**src/rtl/chacha_keystream_ctrl.sv**
```systemverilog
// chacha_keystream_ctrl: sequences ChaCha20 block generation and tags serialised words onto a keystream.
module chacha_keystream_ctrl #(
  parameter int WORDS_PER_BLOCK = 16,
  parameter int NBLK_W = 16
) (
  input  logic              clk,
  input  logic              rst,
  input  logic              req_valid,
  output logic              req_ready,
  input  logic [NBLK_W-1:0] req_nblocks,
  input  logic [31:0]       req_ctr,
  input  logic [6:0]        req_last_bytes,
  output logic              core_start,
  output logic [31:0]       core_ctr,
  input  logic              core_done,
  output logic              ser_load,
  input  logic [31:0]       ser_word,
  output logic              ks_valid,
  output logic [31:0]       ks_data,
  output logic [3:0]        ks_keep,
  output logic              ks_last,
  output logic              busy,
  output logic              done,
  output logic              err_ctr_wrap
);
  typedef enum logic [1:0] {IDLE, GEN, LOAD, STREAM} state_t;
  state_t state, state_nxt;
  logic [3:0] w;
  logic [NBLK_W-1:0] rem;
  logic [6:0] lb;
  logic fin, flag, accept, enter_load, more, wrap, last_w, last_c;
  logic [3:0] keep_c;
  assign accept = req_valid && req_ready;
  assign enter_load = (state_nxt == LOAD) && (state != LOAD);
  assign more = rem != NBLK_W'(1);
  assign wrap = more && (core_ctr == 32'hFFFF_FFFF);
  assign last_w = w == 4'(WORDS_PER_BLOCK - 1);
  assign last_c = fin && (w == 4'((lb - 7'd1) >> 2));
  always_comb begin
    for (int b = 0; b < 4; b++) keep_c[b] = !fin || ({1'b0, w, 2'(b)} < lb);
  end
  always_ff @(posedge clk or posedge rst)
    if (rst) state <= IDLE;
    else state <= state_nxt;
  always_comb begin
    state_nxt = state;
    case (state)
      IDLE:   state_nxt = (accept && req_nblocks != '0) ? GEN : IDLE;
      GEN:    state_nxt = (core_done || flag) ? LOAD : GEN;
      LOAD:   state_nxt = STREAM;
      STREAM: state_nxt = !last_w ? STREAM : fin ? IDLE : (flag || core_done) ? LOAD : GEN;
      default: state_nxt = IDLE;
    endcase
  end
  always_comb begin
    req_ready = state == IDLE;
    busy = state != IDLE;
    ser_load = state == LOAD;
  end
  always_ff @(posedge clk or posedge rst) begin
    if (rst) begin
      w <= '0;
      rem <= '0;
      lb <= '0;
      fin <= 1'b0;
      flag <= 1'b0;
      core_start <= 1'b0;
      core_ctr <= '0;
      err_ctr_wrap <= 1'b0;
      done <= 1'b0;
      ks_valid <= 1'b0;
      ks_data <= '0;
      ks_keep <= '0;
      ks_last <= 1'b0;
    end else begin
      core_start <= 1'b0;
      w <= (state == STREAM) ? w + 4'd1 : 4'd0;
      flag <= (state == IDLE || state == LOAD) ? 1'b0 : (flag || core_done);
      done <= (accept && req_nblocks == '0) || (state == STREAM && last_w && fin);
      ks_valid <= (state == STREAM) && |keep_c;
      ks_keep <= (state == STREAM) ? keep_c : 4'd0;
      ks_last <= (state == STREAM) && last_c;
      ks_data <= (state == STREAM) ? ser_word : 32'd0;
      if (accept) begin
        rem <= req_nblocks;
        lb <= (req_last_bytes == 7'd0) ? 7'd64 : req_last_bytes;
        fin <= 1'b0;
        core_ctr <= req_ctr;
        core_start <= req_nblocks != '0;
        err_ctr_wrap <= 1'b0;
      end
      if (enter_load) begin
        fin <= !more || wrap;
        // A wrapped counter ends the job on this block, streamed in full
        if (wrap) begin
          err_ctr_wrap <= 1'b1;
          lb <= 7'd64;
        end else if (more) begin
          rem <= rem - NBLK_W'(1);
          core_ctr <= core_ctr + 32'd1;
          core_start <= 1'b1;
        end
      end
    end
  end
endmodule

```
**config.mk**
```make
export PLATFORM = sky130hd
export DESIGN_NAME = chacha_keystream_ctrl
export DESIGN_NICKNAME = d
export VERILOG_FILES = /design/src/rtl/chacha_keystream_ctrl.sv
export SDC_FILE = /design/constraint.sdc
export NUM_CORES = 1
export LEC_CHECK = 0
export CAP_MARGIN = 20
export CORE_ASPECT_RATIO = 1.25
export CORE_UTILIZATION = 40
export DETAILED_ROUTE_END_ITERATION = 10
export MAX_ROUTING_LAYER = met4
export PLACE_DENSITY = 0.72
export RECOVER_POWER = 25
export SYNTH_ARGS = -nofsm -noshare
export SYNTH_HDL_FRONTEND = slang
export SYNTH_SLANG_ARGS = --single-unit
```
**constraint.sdc**
```tcl
create_clock -name clk -period 7.3 [get_ports clk]
set_input_delay 1.095 -clock clk [delete_from_list [all_inputs] [get_ports clk]]
set_output_delay 1.095 -clock clk [all_outputs]
set_load 0.01 [all_outputs]
```
==> results.md <==
- Status: finished with violations
- Violations in the final reports: max-capacitance violations, max-slew violations
- Wire length per cell after detailed routing: 17.1 µm
- Number of library cell types mapped by synthesis: 60
- Ratio of cells with drive above 1 in the final layout: 5.93%
- Total count of hold-check failures in the final report: 0
- Cell row count: 46
- Net total in the final layout: 804
- Peak Freq: 283 MHz
- Worst hold path endpoint: err_ctr_wrap
- Type of element launching the critical path: primary input
- Placeable core region: 0.0128 mm²
- Number of buffers and inverters on the critical path: 1
- Most frequent standard cell in the layout excluding fill and tap cells: sky130_fd_sc_hd__clkdlybuf4s50_1
- Kind of critical path: in -> reg
- Iteration-0 DRC count of the detailed router: 322
- Via count of the routed design: 4934
- Fraction of synthesized cell area in xor and xnor cells: 1.98%
- Unrepaired setup endpoints after global routing: no
- Slack of the worst reg-to-reg path: 4.01 ns
- Clock tree root buffer cell: sky130_fd_sc_hd__clkbuf_16
- Most frequently used flop master after synthesis: sky130_fd_sc_hd__dfrtp_1
- Fraction of registers with async set or reset after synthesis: 100%
- Number of CTS-inserted buffers: 9
- Worst clock skew on the final layout: 0.00816 ns
- Complex-gate fraction of the synthesized area: 17.5%
- Hold WC Path Type: reg -> reg
- Cells on worst reg2reg path: 6
- Initial antenna violation count: 0
- Clock Sink Count: 104
- Postcts setup bufs: 0
- Worst Path Required: 7.53 ns
- Number of H-tree branching levels: 3
- Startpoint of the worst register-to-register path: state[0]
- Max-cap check violation count: 1
- Synth-to-layout area growth: 38.0%
- Cell-by-cell trace of the critical path: dlygate4sd3_1 -> o21ai_0 -> a21o_1 -> a41oi_2 -> nand2_4 -> o32a_1 -> o211a_1
- Cell count after synthesis: 553
- Final count of negative-setup-slack endpoints: 0
- Clock latency of the later-clocked register in the worst-skew pair: 0.34 ns
- Maximum number of pins on one net before global-route repair: 58
- Syn Std Cell Area: 0.00532 mm²
- Combinational family with the most area after synthesis: simple AND/OR/NAND/NOR gates
- TritonCTS clock tree: built
- Sequential-to-total area share from yosys stat: 49.0%
- Count of buffers from port buffering: 166
- Longest individual stage delay on the worst path: 0.72 ns
- Filler cell count in the final layout: 1145
- Crit Reg-Reg Endpoint: core_ctr[11]
- Max FO, Critical Path: 28
- Global placement routability congestion: 0.862
- Antenna diode count: 0
- Clock period minus worst slack: 3.53 ns
- Simple-gate share of the synthesized area: 24.9%
- Final Cell Area: 0.00733 mm²
- Chip width: 105 µm
- Overall die height: 131 µm
- Count of pins on the block boundary: 167
- Cts repair resizes: 0
- IR Drop Worst-Case VDD: 0.154 mV
- Count of TritonRoute iterations in the first routing pass: 4
- Cell family with the largest share of critical-path delay: compound AO/OA/AOI/OAI gates
- Via-per-instance ratio: 5.63
- Critical path capture point type: register
- Number of enable-type register cells in the synthesized netlist: 0
- Sum of net half-perimeters after detailed placement: 10800 µm
- Effective utilization at floorplan: 41.4%
- Post-Synthesis Net Count: 653
- Worst max-slew margin expressed relative to the limit: -35.2%
- Multiplexer share of the synthesized area: 0%
- Final standard cell utilization of the core: 57.1%
- FF+latch count, synth: 104
- Fin Hold WS: 0.494 ns
- Reported leakage power: 3.02 nW
- Post-detailed-route count of antenna-violating nets: 0
- Fin. max-slew vios: 49
- Wire length of the first global-routing pass: 24100 µm
- Min-Delay Path Depth: 1
- Aggregate negative setup slack: 0 ns
- Worst setup path start: core_done
- Post-synthesis share of cell area spent on full adders, half adders and majority gates: 2.12%
- Via count of the first global-routing pass: 4810
- Global router's overall resource usage: 23.1%
- Total wire length: 15000 µm
- Total of warnings raised by yosys: 0
- Avg Cell Area, Syn: 9.61 µm²
- Pwr Density: 303 mW/mm²
- CP max-delay cell: sky130_fd_sc_hd__a41oi_2
- Total grt overflow: 0
- Worst Max-Slew Pin Slew: 2.02 ns
- Number of DRC violations after detailed routing: 0
- Data arrival time of the critical path: 3.76 ns
- Post-CTS clock slew at the launch and capture registers of the worst setup and hold paths: 0.07 ns
- Hold-fix buffer count after cts: 0
- Commonest non-fill, non-tap cells in the layout: 134 x sky130_fd_sc_hd__clkdlybuf4s50_1, 104 x sky130_fd_sc_hd__dfrtp_1, 60 x sky130_fd_sc_hd__nor2_1, 47 x sky130_fd_sc_hd__nand2_1, 43 x sky130_fd_sc_hd__and3_1
- CTS Buffer Depth: 2
- Worst hold start: err_ctr_wrap
- Overall die area: 0.0138 mm²
- Instance area at placement: 0.00704 mm²
- Fraction of the cycle the final worst path needs: 48.4%
==> routing by layer <==
metal	up-vias	GRT usage [%]	share of wire [%]
li1	2326	-	-
met1	2352	27.4	41
met2	232	39.5	50
met3	24	4.86	7.3
met4	0	8.04	1.9
met5	-	-	0
==> cell type report <==
type	count	area [µm²]	share of cell area (%)
Inverter	21	80.1	1.09
Multi-Input combinational cell	399	2480	33.8
Clock inverter	4	28.8	0.392
Tap cell	168	210	2.87
Sequential cell	104	2600	35.5
Timing Repair Buffer	169	1690	23.1
Clock buffer	11	243	3.31
==> where the power goes <==
group | switching (mW) | leakage, nW | internal (mW)
Sequential | 0.200 | 1.27 | 0.741
Clock | 0.206 | 0.128 | 0.239
Combinational | 0.382 | 1.62 | 0.454
==> worst max-delay path by stage <==
stage                               to  slack (ns)  cells past startpoint
after floorplan            core_ctr[0]        3.47                      1
after CTS                 core_ctr[11]        3.87                      7
final                     core_ctr[11]        3.77                      7
after global placement    core_ctr[11]        3.59                      7
after global routing        ks_data[5]        3.55                      3
after detailed placement  core_ctr[11]        3.49                      7
==> worst register-to-register path: cells and delay by family, from the launching register on <==
family             cells  cell delay, ns
AOI/OAI and AO/OA      5            1.85
DFF                    1            0.94
and+or+nand+nor        1            0.39
==> metrics by stage <==
stage / total power, mW / setup WS [ns] / std cells
final: 2.22 / 3.77 / 876
after global routing: 2.36 / 3.55 / 876
after CTS: 2.24 / 3.87 / 874
after detailed placement: 1.79 / 3.49 / 859
after global placement: 1.76 / 3.59 / 859
after floorplan: 1.39 / 3.47 / 553
==> flip-flops by register name (all words and copies together) (netlist names), 2 cells and up <==
register and count:
state 2, lb 7, ks_data 32, ks_keep 4, rem 16, w 4
core_ctr 32
==> synth_stat cells, drive strengths merged, types with 5 or more instances <==
library cell | n | area share [%]
o21ai | 18 | 1.9
nor4 | 15 | 2.2
and2 | 7 | 0.82
clkbuf | 19 | 1.3
inv | 21 | 1.5
buf | 10 | 1.7
a211oi | 14 | 2.0
nor3 | 24 | 2.5
nand4 | 9 | 1.7
o21a | 5 | 0.71
xnor2 | 7 | 1.2
xor2 | 5 | 0.82
a311oi | 9 | 1.6
nand3 | 20 | 1.9
o32ai | 5 | 0.82
a21oi | 40 | 4.0
ha | 9 | 2.1
o22ai | 13 | 1.5
dfrtp | 104 | 49
nand2 | 49 | 3.6
nor2 | 61 | 4.4
and3 | 43 | 5.1
==> logic make-up (layout without fill, tap and decap cells) <==
| group | count (synthesis) | after routing |
|---|---|---|
| compound gates | 131 | 131 |
| xor+xnor | 12 | 12 |
| fa+ha+maj | 9 | 9 |
| buf+inv | 50 | 205 |
| flops | 104 | 104 |
| simple gates | 247 | 247 |
Note: power is estimated with default switching activity, not from simulation.
